===== src/rtl/tqvp_bus_arbiter_if.sv =====
// Requester-side handshake bundle for one port of the TinyQV peripheral arbiter.
// The requester drives master; the arbiter takes the slave view.
interface tqvp_bus_arbiter_if;
    logic        req;
    logic        we;
    logic [1:0]  txn;
    logic [5:0]  addr;
    logic [31:0] wdata;
    logic        ack;
    logic [31:0] rdata;
    logic        err;

    modport master (
        output req, we, txn, addr, wdata,
        input  ack, rdata, err
    );

    modport slave (
        input  req, we, txn, addr, wdata,
        output ack, rdata, err
    );
endinterface


===== src/rtl/tqvp_bus_arbiter.sv =====
// Round-robin arbiter sharing one TinyQV peripheral register port between two
// requesters; sequences each access and turns a stalled read into an error.
module tqvp_bus_arbiter #(
    parameter int unsigned READ_TIMEOUT = 16
) (
    input  logic                     clk,
    input  logic                     rst_n,
    tqvp_bus_arbiter_if.slave        m0,
    tqvp_bus_arbiter_if.slave        m1,
    output logic [5:0]               address,
    output logic [31:0]              data_in,
    output logic [1:0]               data_write_n,
    output logic [1:0]               data_read_n,
    input  logic [31:0]              data_out,
    input  logic                     data_ready,
    output logic                     busy
);

    typedef enum logic [1:0] {
        IDLE,
        ISSUE,
        WAIT,
        RESP
    } state_t;

    localparam logic [7:0] TIMEOUT_CNT = 8'(READ_TIMEOUT);

    state_t      state_q;
    logic        grant_q;
    logic        last_grant_q;
    logic        we_q;
    logic [1:0]  txn_q;
    logic [7:0]  cnt_q;
    logic [5:0]  address_q;
    logic [31:0] data_in_q;
    logic [1:0]  write_n_q;
    logic [1:0]  read_n_q;
    logic [1:0]  ack_q;
    logic [1:0]  err_q;
    logic [31:0] rdata0_q;
    logic [31:0] rdata1_q;
    logic        busy_q;

    logic        grant_d;
    logic        we_d;
    logic [1:0]  txn_d;
    logic [5:0]  addr_d;
    logic [31:0] wdata_d;
    logic [1:0]  ack_sel_d;
    logic [31:0] rdata_masked_d;

    // On a tie the port that did not win last time is granted.
    always_comb begin
        grant_d = 1'b0;
        if (m0.req && m1.req) begin
            grant_d = ~last_grant_q;
        end else if (m1.req) begin
            grant_d = 1'b1;
        end
        we_d    = grant_d ? m1.we    : m0.we;
        txn_d   = grant_d ? m1.txn   : m0.txn;
        addr_d  = grant_d ? m1.addr  : m0.addr;
        wdata_d = grant_d ? m1.wdata : m0.wdata;
    end

    // One-hot response target: the fresh grant in IDLE, the held grant afterwards.
    always_comb begin
        if (state_q == IDLE) begin
            ack_sel_d = {grant_d, ~grant_d};
        end else begin
            ack_sel_d = {grant_q, ~grant_q};
        end
    end

    always_comb begin
        case (txn_q)
            2'b00:   rdata_masked_d = {24'h000000, data_out[7:0]};
            2'b01:   rdata_masked_d = {16'h0000, data_out[15:0]};
            default: rdata_masked_d = data_out;
        endcase
    end

    always_ff @(posedge clk) begin
        if (!rst_n) begin
            state_q      <= IDLE;
            grant_q      <= 1'b0;
            last_grant_q <= 1'b1;
            we_q         <= 1'b0;
            txn_q        <= '0;
            cnt_q        <= '0;
            address_q    <= '0;
            data_in_q    <= '0;
            write_n_q    <= '1;
            read_n_q     <= '1;
            ack_q        <= '0;
            err_q        <= '0;
            rdata0_q     <= '0;
            rdata1_q     <= '0;
            busy_q       <= 1'b0;
        end else begin
            // Response outputs are single-cycle; completions below override these.
            ack_q    <= '0;
            err_q    <= '0;
            rdata0_q <= '0;
            rdata1_q <= '0;
            case (state_q)
                IDLE: begin
                    if (m0.req || m1.req) begin
                        grant_q   <= grant_d;
                        we_q      <= we_d;
                        txn_q     <= txn_d;
                        address_q <= addr_d;
                        data_in_q <= wdata_d;
                        busy_q    <= 1'b1;
                        if (txn_d == 2'b11) begin
                            state_q <= RESP;
                            ack_q   <= ack_sel_d;
                            err_q   <= ack_sel_d;
                        end else begin
                            state_q <= ISSUE;
                            if (we_d) begin
                                write_n_q <= txn_d;
                            end else begin
                                read_n_q  <= txn_d;
                            end
                        end
                    end
                end
                ISSUE: begin
                    if (we_q) begin
                        write_n_q <= '1;
                        state_q   <= RESP;
                        ack_q     <= ack_sel_d;
                    end else if (data_ready) begin
                        read_n_q  <= '1;
                        state_q   <= RESP;
                        ack_q     <= ack_sel_d;
                        rdata0_q  <= ack_sel_d[0] ? rdata_masked_d : '0;
                        rdata1_q  <= ack_sel_d[1] ? rdata_masked_d : '0;
                    end else begin
                        state_q   <= WAIT;
                        cnt_q     <= 8'd1;
                    end
                end
                WAIT: begin
                    // Late data still wins on the final permitted cycle.
                    if (data_ready) begin
                        read_n_q  <= '1;
                        state_q   <= RESP;
                        ack_q     <= ack_sel_d;
                        rdata0_q  <= ack_sel_d[0] ? rdata_masked_d : '0;
                        rdata1_q  <= ack_sel_d[1] ? rdata_masked_d : '0;
                    end else if (cnt_q + 8'd1 == TIMEOUT_CNT) begin
                        read_n_q  <= '1;
                        state_q   <= RESP;
                        ack_q     <= ack_sel_d;
                        err_q     <= ack_sel_d;
                    end else begin
                        cnt_q     <= cnt_q + 8'd1;
                    end
                end
                RESP: begin
                    last_grant_q <= grant_q;
                    busy_q       <= 1'b0;
                    state_q      <= IDLE;
                end
            endcase
        end
    end

    assign address      = address_q;
    assign data_in      = data_in_q;
    assign data_write_n = write_n_q;
    assign data_read_n  = read_n_q;
    assign busy         = busy_q;

    assign m0.ack   = ack_q[0];
    assign m0.err   = err_q[0];
    assign m0.rdata = rdata0_q;
    assign m1.ack   = ack_q[1];
    assign m1.err   = err_q[1];
    assign m1.rdata = rdata1_q;

endmodule


===== src/flat_wrapper.sv =====
// flat-port wrapper written by rule: the top's interface ports become plain ports
module tqvp_bus_arbiter_flat 
#(
    parameter int unsigned READ_TIMEOUT = 16
)
  (clk, rst_n, address, data_in, data_write_n, data_read_n, data_out, data_ready, busy, m0_req, m0_we, m0_txn, m0_addr, m0_wdata, m0_ack, m0_rdata, m0_err, m1_req, m1_we, m1_txn, m1_addr, m1_wdata, m1_ack, m1_rdata, m1_err);
  tqvp_bus_arbiter_if m0_i ();
  tqvp_bus_arbiter_if m1_i ();
  input  logic clk;
  input  logic rst_n;
  output logic [5:0] address;
  output logic [31:0] data_in;
  output logic [1:0] data_write_n;
  output logic [1:0] data_read_n;
  input  logic [31:0] data_out;
  input  logic data_ready;
  output logic busy;
  input wire logic [$bits(m0_i.req)-1:0] m0_req;
  input wire logic [$bits(m0_i.we)-1:0] m0_we;
  input wire logic [$bits(m0_i.txn)-1:0] m0_txn;
  input wire logic [$bits(m0_i.addr)-1:0] m0_addr;
  input wire logic [$bits(m0_i.wdata)-1:0] m0_wdata;
  output wire logic [$bits(m0_i.ack)-1:0] m0_ack;
  output wire logic [$bits(m0_i.rdata)-1:0] m0_rdata;
  output wire logic [$bits(m0_i.err)-1:0] m0_err;
  input wire logic [$bits(m1_i.req)-1:0] m1_req;
  input wire logic [$bits(m1_i.we)-1:0] m1_we;
  input wire logic [$bits(m1_i.txn)-1:0] m1_txn;
  input wire logic [$bits(m1_i.addr)-1:0] m1_addr;
  input wire logic [$bits(m1_i.wdata)-1:0] m1_wdata;
  output wire logic [$bits(m1_i.ack)-1:0] m1_ack;
  output wire logic [$bits(m1_i.rdata)-1:0] m1_rdata;
  output wire logic [$bits(m1_i.err)-1:0] m1_err;
  assign m0_i.req = m0_req;
  assign m0_i.we = m0_we;
  assign m0_i.txn = m0_txn;
  assign m0_i.addr = m0_addr;
  assign m0_i.wdata = m0_wdata;
  assign m0_ack = m0_i.ack;
  assign m0_rdata = m0_i.rdata;
  assign m0_err = m0_i.err;
  assign m1_i.req = m1_req;
  assign m1_i.we = m1_we;
  assign m1_i.txn = m1_txn;
  assign m1_i.addr = m1_addr;
  assign m1_i.wdata = m1_wdata;
  assign m1_ack = m1_i.ack;
  assign m1_rdata = m1_i.rdata;
  assign m1_err = m1_i.err;
  tqvp_bus_arbiter #(.READ_TIMEOUT(READ_TIMEOUT)) u_core (.clk(clk), .rst_n(rst_n), .m0(m0_i), .m1(m1_i), .address(address), .data_in(data_in), .data_write_n(data_write_n), .data_read_n(data_read_n), .data_out(data_out), .data_ready(data_ready), .busy(busy));
endmodule

===== config.mk =====
export PLATFORM = sky130hd
export DESIGN_NAME = tqvp_bus_arbiter_flat
export DESIGN_NICKNAME = d
export VERILOG_FILES = /design/src/rtl/tqvp_bus_arbiter_if.sv /design/src/rtl/tqvp_bus_arbiter.sv /design/src/flat_wrapper.sv
export SDC_FILE = /design/constraint.sdc
export NUM_CORES = 1
export LEC_CHECK = 0
export BUFFER_PORTS_ARGS = -buffer_cell sky130_fd_sc_hd__buf_2
export CORE_MARGIN = 2
export CORE_UTILIZATION = 48
export CTS_BUF_LIST = sky130_fd_sc_hd__clkbuf_2 sky130_fd_sc_hd__clkbuf_4 sky130_fd_sc_hd__clkbuf_8
export DETAILED_ROUTE_END_ITERATION = 6
export PLACE_DENSITY = 0.83
export SYNTH_ARGS = -nofsm -noshare
export SYNTH_HDL_FRONTEND = slang
export SYNTH_SLANG_ARGS = --single-unit

===== constraint.sdc =====
create_clock -name clk -period 2.6 [get_ports clk]
set_clock_uncertainty 0.15 [all_clocks]
set_input_delay 0.52 -clock clk [delete_from_list [all_inputs] [get_ports clk]]
set_output_delay 0.52 -clock clk [all_outputs]
set_load 0.005 [all_outputs]

# After elaboration in Yosys (flattened, before gate mapping)

Cells that the tools add are included.

Output and inout port bits: 111
Bits in registers: 126

Bitwise logic cells: 3
Multiplexer cells: 50
$add $sub $neg: 1
Reduce and logical (&&, ||, !) cells: 14
Equality and inequality tests: 17

Operators by type and width:

| operator              | number |
|---|---|
| $mux W32              | 7 |
| $pmux W32 S2          | 3 |
| $mux W2               | 23 |
| $mux W8               | 4 |
| $ne A2 B2 Y1 const B  | 8 |
| $pmux W8 S2           | 1 |
| $pmux W2 S3           | 2 |
| $reduce_and A5 Y1     | 2 |
| $add A8 B1 Y8 const B | 1 |
| $eq A8 B5 Y1 const B  | 1 |
| $pmux W2 S2           | 2 |
| $pmux W2 S4           | 1 |
| $reduce_and A7 Y1     | 1 |
| $eq A2 B2 Y1 const B  | 3 |
| $mux W6               | 1 |
| $reduce_and A2 Y1     | 3 |
| $reduce_bool A2 Y1    | 3 |
| $mux W1               | 5 |
| $eq A2 B1 Y1 const B  | 2 |
| $logic_not A2 Y1      | 2 |
| $ne A2 B1 Y1 const B  | 2 |
| $ne A3 B2 Y1 const B  | 1 |
| $not A1 Y1            | 3 |
| $reduce_bool A3 Y1    | 1 |
| other kinds (3)       | 3 |

# Depth between registers and ports, before layout

Gate-level depths: netlist of run 1.

Depth in word-level cells: 8
Mapped depth: 11
Gate-level depth less buffers: 8

# Least setup slack after synthesis of run 1

Ideal clock, no wire load.

Path type: reg-to-reg
Start: register u_core.cnt_q[0]
End: register u_core.cnt_q[1]
Stages on the path, launching flop included: 10
Path slack: 370 ps
Period minus slack after synthesis: 2230 ps
Data required time: 2330 ps
Data arrival time: 1960 ps
Path through: dfxtp_1 > ha_1 > buf_2 > nand3_1 > nor2_1 > or3_1 > a221oi_2 > buf_4 > nor2_1 > o31a_1

Word-level cells in the longest chain between the ends: 4
Elaborated cells between the ends (all ways): 7
Classes of those cells: 1 x add/sub; 2 x eq/ne; 3 x mux; 1 x reduce/logical

RTL lines:

| what                                                                     | line                                             | source |
|---|---|---|
| start: declaration                                                       | tqvp_bus_arbiter.sv:33                           | `logic [7:0] cnt_q;` |
| start signal: assignment                                                 | tqvp_bus_arbiter.sv:159                          | `cnt_q <= cnt_q + 8'd1;` |
| $add A8 B1 Y8 *                                                          | tqvp_bus_arbiter.sv:153, tqvp_bus_arbiter.sv:159 |  |
| $eq A8 B5 Y1 / $mux W8 (equally long branches)                           | tqvp_bus_arbiter.sv:153                          | `end else if (cnt_q + 8'd1 == TIMEOUT_CNT) begin` |
| $ne A2 B2 Y1 (no source line) / $mux W8 (equally long branches)          | n/a                                              |  |
| $reduce_and A5 Y1 (no source line) / $pmux W8 S2 (equally long branches) | n/a                                              |  |

Every way passes the cells marked *; elsewhere a longest branch is shown, timed or not. The select of a mux whose other input is x is not followed.
A chain may end at the register's enable or synchronous reset.

# Final worst setup path of run 1

Start: register u_core.cnt_q[1]
End: register u_core.ack_q[1]

Word-level cells in the longest chain between the ends: 5

RTL lines:

| what                   | line                    | source |
|---|---|---|
| $add A8 B1 Y8          | tqvp_bus_arbiter.sv:153 |  |
| $eq A8 B5 Y1           | tqvp_bus_arbiter.sv:153 |  |
| $mux W2                | tqvp_bus_arbiter.sv:153 |  |
| $mux W2                | tqvp_bus_arbiter.sv:147 | `if (data_ready) begin` |
| $pmux W2 S3            | tqvp_bus_arbiter.sv:106 | `case (state_q)` |
| end signal: assignment | tqvp_bus_arbiter.sv:117 | `ack_q <= ack_sel_d;` |
| end signal: assignment | tqvp_bus_arbiter.sv:150 | `ack_q <= ack_sel_d;` |
| end signal: assignment | tqvp_bus_arbiter.sv:156 | `ack_q <= ack_sel_d;` |
| end: declaration       | tqvp_bus_arbiter.sv:38  | `logic [1:0] ack_q;` |

Every way passes these cells.

==> results of run 1 <==
==> cell families after synthesis <==
group | count (synthesis)
fa+ha+maj | 6
compound gates | 89
flops | 126
buf+inv | 43
mux | 54
simple gates | 214
xor+xnor | 1
==> cells in the final DEF (no fill, tap or decap), types with 5 or more instances in the layout <==
cell / Yosys / final
sky130_fd_sc_hd__ha_1: 6 / 6
sky130_fd_sc_hd__nand2_1: 98 / 98
sky130_fd_sc_hd__o211a_1: 42 / 42
sky130_fd_sc_hd__nand3_1: 6 / 6
sky130_fd_sc_hd__nand2b_1: 5 / 5
sky130_fd_sc_hd__o21ai_0: 13 / 13
sky130_fd_sc_hd__nor2_1: 81 / 81
sky130_fd_sc_hd__a21oi_1: 8 / 8
sky130_fd_sc_hd__clkbuf_8: 0 / 17
sky130_fd_sc_hd__buf_2: 7 / 229
sky130_fd_sc_hd__dfxtp_1: 126 / 126
sky130_fd_sc_hd__mux2i_1: 49 / 49
sky130_fd_sc_hd__mux2_2: 5 / 5
sky130_fd_sc_hd__inv_6: 0 / 6
sky130_fd_sc_hd__buf_4: 4 / 10
==> registers in the layout (all words and copies together) (netlist names), 6 cells and up <==
register,count
u_core.data_in,32
u_core.m0.rdata,32
u_core.m1.rdata,32
u_core.cnt_q,8
u_core.address,6
==> report_power, final <==
group	switching, mW	internal, mW
sequential	0.157	2.21
combinational	0.857	0.701
clock	0.893	0.906
==> metal layers <==
| metal | share of wire | vias to the layer above |
|---|---|---|
| met3 | 0.088 | 23 |
| li1 | - | 2269 |
| met4 | 0.018 | 0 |
| met5 | 0 | - |
| met2 | 0.51 | 219 |
| met1 | 0.39 | 2134 |
==> through the flow <==
step / instance area [um2] / utilization / total power [mW] / setup slack, ps
3_3_place_gp: 6250 / 0.613 / 3.89 / 246
4_1_cts: 6670 / 0.655 / 5.76 / 85.5
5_1_grt: 6680 / 0.656 / 6.03 / 38.3
2_1_floorplan: 4950 / - / 3.34 / 370
6_report: 6680 / 0.656 / 5.72 / 189
3_5_place_dp: 6250 / 0.613 / 3.95 / 136
==> final timing paths <==
check                         start                endpoint  slack (ps)  cells after the start
max                 u_core.cnt_q[1]         u_core.ack_q[1]         190                      9
min                    data_out[24]     u_core.m1.rdata[24]         170                      3
max reg2reg         u_core.cnt_q[1]         u_core.ack_q[1]         190                      9
min reg2reg  u_core.data_write_n[0]  u_core.data_write_n[0]         330                      2
==> critical path: stages (launching register included) <==
cell and delay [ps]:
sky130_fd_sc_hd__dfxtp_1 470, sky130_fd_sc_hd__ha_1 360, sky130_fd_sc_hd__nand3_1 150, sky130_fd_sc_hd__nor2_1 180, sky130_fd_sc_hd__o21ai_0 140, sky130_fd_sc_hd__a221oi_2 260
sky130_fd_sc_hd__buf_4 180, sky130_fd_sc_hd__buf_4 140, sky130_fd_sc_hd__o21ai_0 110, sky130_fd_sc_hd__o22ai_1 210
==> cell type report <==
cell class,count,area (um2)
Inverter,5,18.8
Tap cell,136,170
Fill cell,839,3500
Timing Repair Buffer,242,1280
Clock inverter,15,191
Sequential cell,126,2520
Clock buffer,17,234
Multi-Input combinational cell,364,2260
==> repair_timing <==
action / in CTS / in global routing
hold buffers: 0 / 0
buffers inserted: 0 / 1
resized for setup: 0 / 0
setup endpoints to repair: 0 / 13
==> results.json, run 1 <==
{
  "worst-slew-pin-transition_ps": 622,
  "post_layout_min_period_ps": 2410,
  "clk_path_buf_depth": 2,
  "cp.arrival_ps": 2610,
  "n_antenna_cell": 0,
  "muxShareOfSynthArea": 0.110,
  "synth_commonest_cells": "126 x sky130_fd_sc_hd__dfxtp_1, 98 x sky130_fd_sc_hd__nand2_1, 81 x sky130_fd_sc_hd__nor2_1, 49 x sky130_fd_sc_hd__mux2i_1, 42 x sky130_fd_sc_hd__o211a_1",
  "post_synthesis_instance_total": 533,
  "finalHoldViolations": 0,
  "numCtsBuffers": 17,
  "routed_wl_mm": 12.9,
  "met3_usage": 0.0748,
  "crit_path_end_kind": "flip-flop",
  "clk_transition_reported_paths_ps": 90,
  "fp.dieW_um": 106,
  "dominant_cell_by_count_in_the_synthesized_netlist": "sky130_fd_sc_hd__dfxtp_1",
  "final_cells": 905,
  "dp.cells": 872,
  "gp_congestion": 0.910,
  "place.detailed.hpwl_mm": 9.23,
  "unrepaired_setup_endpoints_after_global_routing": "no",
  "vias": 4645,
  "synthToLayoutAreaGrowth_pct": 34.9,
  "design.core.area_um2": 10200,
  "drc": 0,
  "clk_root_buffer_cell": "sky130_fd_sc_hd__clkbuf_8",
  "finalCritPeriodShare": 0.927,
  "groute.layer.met1.usage": 0.253,
  "post_synthesis_net_count": 658,
  "crit_path_required_time_ps": 2800,
  "max-cap-violations": 0,
  "synth_area_um2": 4950,
  "syn_area_cell_um2": 9.29,
  "worst-path-max-fanout": 9,
  "slew-limit-headroom": 0.585,
  "portBuffers": 229,
  "min_path_type": "in -> reg",
  "grt_start_max_net_pins": 78,
  "synth_seq_area_share": 0.509,
  "global_route.usage.met2": 0.410,
  "wl_per_cell_um": 14.2,
  "placementRows": 37,
  "drt_first_pass_iters": 5,
  "grt_busiest_layer": "met2",
  "cts_tree": "built",
  "grt-ovfl-total": 0,
  "setup_violations": 0,
  "die_area_um2": 11100,
  "number_of_synthesized_register_bits": 126,
  "power.density_cell_area_nw_per_um2": 857,
  "timing_max_transition_violations_final": 0,
  "outcome": "finished clean",
  "floorplan.initialDensity": 0.486,
  "final_layout_size_suffix_gt1_frac": 0.368,
  "antenna_found_initial": 0,
  "p_leak_nw": 3.50,
  "synthDominantCellAreaShare": 0.509,
  "worst_ir_drop_vdd_mv": 0.578,
  "via_count_of_the_first_global_routing_pass": 4524,
  "critPathKind": "reg -> reg",
  "yosys.area_share.simple": 0.180,
  "synth-edff-count": 0,
  "dieHeight_um": 106,
  "yosys_most_used_dff": "sky130_fd_sc_hd__dfxtp_1",
  "post_synth_fa_ha_maj_area_fraction": 0.0152,
  "synth_top_family_by_area": "simple AND/OR/NAND/NOR gates",
  "clk_latency_ps": 430,
  "num-nets-final": 881,
  "max_freq_mhz": 415,
  "initialDrtViolationCount": 315,
  "antenna_violating_nets_post_route": 0,
  "setup-tns-final_ps": 0,
  "grt_pass1_wl_mm": 20.5,
  "synth_compound_area_frac": 0.145,
  "synthTopCellsByArea": "sky130_fd_sc_hd__dfxtp_1 51%, sky130_fd_sc_hd__mux2i_1 9.9%, sky130_fd_sc_hd__o211a_1 8.5%",
  "asyncSetResetFlopFracSynth": 0,
  "post_synth_xor_area_fraction": 0.00177,
  "cts.sinks": 126,
  "grtUsageTotal": 0.230,
  "detail_route.vias_per_cell": 5.13,
  "cell_type_with_the_highest_aggregate_area_in_the_netlist": "sky130_fd_sc_hd__dfxtp_1",
  "ios": 230,
  "hold_slack_ps": 167,
  "start_kind": "flip-flop",
  "htreeDepth": 4,
  "synth.yosys.warnings": 0,
  "yosysUniqueCellTypes": 41
}
Power figures use the tool's default switching activity.
==> run 2: changes to the inputs <==
clock period = 2.4 ns   (was 2.6 ns; I/O delays follow)
==> run 2 against run 1 <==
Against the previous run:
- maximum frequency grew 5.0%
- combinational power grew 9%
- wire length shrank 0.89%
- final area is essentially flat
- critical path type unchanged
==> results.json, run 2 (synthesis gave the netlist of run 1 again) <==
{
  "gp_congestion": 0.900,
  "fin_total_pwr_mw": 6.04,
  "finalCritPeriodShare": 0.957,
  "unrepaired_setup_endpoints_after_global_routing": "yes",
  "drc": 0,
  "worst-path-max-fanout": 5,
  "grt-ovfl-total": 0,
  "power.density_cell_area_nw_per_um2": 905,
  "dieHeight_um": 106,
  "design.core.area_um2": 10200,
  "n_antenna_cell": 0,
  "ios": 230,
  "grt_pass1_wl_mm": 20.3,
  "critical_path.cell_chain": "ha_1 > nand3_1 > nor2_1 > or3_1 > a221oi_2 > buf_4 > nor2_1 > o31a_1",
  "clk_path_buf_depth": 2,
  "drt_first_pass_iters": 4,
  "clk_root_buffer_cell": "sky130_fd_sc_hd__clkbuf_8",
  "outcome": "finished clean",
  "max-cap-violations": 0,
  "groute.layer.met1.usage": 0.238,
  "grt_start_max_net_pins": 49,
  "die_area_um2": 11100,
  "critPathKind": "reg -> reg",
  "worst_path_most_repeated_cell": "sky130_fd_sc_hd__nor2_1",
  "final_cell_mix": "229 x sky130_fd_sc_hd__buf_2, 124 x sky130_fd_sc_hd__dfxtp_1, 98 x sky130_fd_sc_hd__nand2_1",
  "num-nets-final": 884,
  "layout_setup_ws_ps": 103,
  "timing_max_transition_violations_final": 0,
  "max_freq_mhz": 435,
  "worst_ir_drop_vdd_mv": 0.597,
  "final_layout_size_suffix_gt1_frac": 0.374,
  "post_layout_min_period_ps": 2300,
  "setup_violations": 0,
  "antenna_found_initial": 0,
  "reg2reg_depth": 8,
  "antenna_violating_nets_post_route": 0,
  "cts_tree": "built",
  "clk_transition_reported_paths_ps": 90,
  "placementRows": 37,
  "slew-limit-headroom": 0.645,
  "floorplan.initialDensity": 0.486,
  "final_core_util": 0.655,
  "final_cells": 908,
  "wl_per_cell_um": 14.1,
  "routed_wl_mm": 12.8,
  "p_leak_nw": 3.50,
  "global_route.usage.met2": 0.429,
  "min_delay_worst_endpoint": "u_core.m1.rdata[26]",
  "detail_route.vias_per_cell": 5.09,
  "worst-slew-pin-transition_ps": 527,
  "crit_buf_inv": 1,
  "portBuffers": 229,
  "start_kind": "flip-flop",
  "initialDrtViolationCount": 181,
  "cts.sinks": 126,
  "numCtsBuffers": 17,
  "min_delay_path_depth": 3,
  "met3_usage": 0.0662,
  "vias": 4619,
  "slack_of_the_worst_reg_to_reg_path_ps": 100,
  "fp.dieW_um": 106,
  "place.detailed.hpwl_mm": 9.57,
  "cp.arrival_ps": 2450,
  "crit_path_required_time_ps": 2550,
  "placement.setup.worst_slack_ps": 79.1,
  "worstHoldStart": "data_out[26]",
  "clk_latency_ps": 420,
  "setup-tns-final_ps": 0,
  "finalHoldViolations": 0,
  "synthToLayoutAreaGrowth_pct": 34.8,
  "dp.cells": 876,
  "reg2reg_to": "u_core.cnt_q[1]",
  "htreeDepth": 4,
  "grt_busiest_layer": "met2",
  "worst_r2r_startpoint": "u_core.cnt_q[1]",
  "worst_path_max_delay_cell": "sky130_fd_sc_hd__a221oi_2",
  "critical-path-top-delay-family": "compound AO/OA/AOI/OAI gates",
  "grtUsageTotal": 0.225,
  "crit_path_end_kind": "flip-flop",
  "most_common_library_cell_in_the_layout_ignoring_fill_and_taps": "sky130_fd_sc_hd__buf_2",
  "cts_hold_repair.buffers": 0,
  "min_path_type": "in -> reg",
  "cpPeakStageDelay_ps": 390,
  "via_count_of_the_first_global_routing_pass": 4540
}
==> run 2: changes by cell type in the layout (fill, tap and decap cells not counted), sizes merged <==
cell	change
clkinvlp	+1
inv	+1
buf	+3
bufinv	-2
==> run 2: per-stage QoR <==
step                instance area [um2]  hold slack, ps
floorplan                          4950             292
global placement                   6280             318
detailed placement                 6280             311
CTS                                6670             112
global route                       6680             114
finish                             6680             137
==> run 2: what timing repair did <==
| action | 4_1_cts | 5_1_grt |
|---|---|---|
| gates resized for setup | 0 | 3 |
| buffers inserted | 0 | 0 |
| endpoints found under the setup margin | 0 | 19 |
==> run 2: how the worst max path moves through the flow <==
stage / from / endpoint / cells past startpoint
after floorplan: u_core.cnt_q[0] / u_core.cnt_q[1] / 9
after detailed placement: u_core.state_q[1] / u_core.m1.rdata[21] / 8
final: u_core.cnt_q[1] / u_core.cnt_q[1] / 8
after CTS: u_core.state_q[1] / u_core.m1.rdata[21] / 8
after global placement: u_core.cnt_q[1] / u_core.cnt_q[1] / 8
after global routing: u_core.cnt_q[1] / u_core.cnt_q[1] / 8
==> run 2: area by class of cell <==
| cell class | count | area, um2 |
|---|---|---|
| clock buffers | 17 | 234 |
| clock inverters | 15 | 160 |
| fillers | 854 | 3510 |
| inverters | 5 | 18.8 |
| multi-input cells | 364 | 2260 |
| flip-flops and latches | 126 | 2520 |
| well taps | 136 | 170 |
| repair buffers | 245 | 1300 |
==> run 2: routing by layer <==
layer,up-vias,part of all wire
li1,2272,-
met1,2139,0.40
met2,193,0.52
met3,15,0.076
met4,0,0.012
met5,-,0
==> run 2: tightest hold or removal path: cells and delay by family <==
| family | cells | cell delay (ps) |
|---|---|---|
| buf+inv | 1 | 70 |
| simple gates | 2 | 120 |
==> run 2: power breakdown <==
part / internal (mW) / switching [mW] / total, mW / leakage [nW]
clock network: 0.790 / 1.00 / 1.79 / 0.199
registers: 2.39 / 0.163 / 2.55 / 1.03
logic: 0.770 / 0.925 / 1.70 / 2.27
total: 3.95 / 2.09 / 6.04 / 3.50
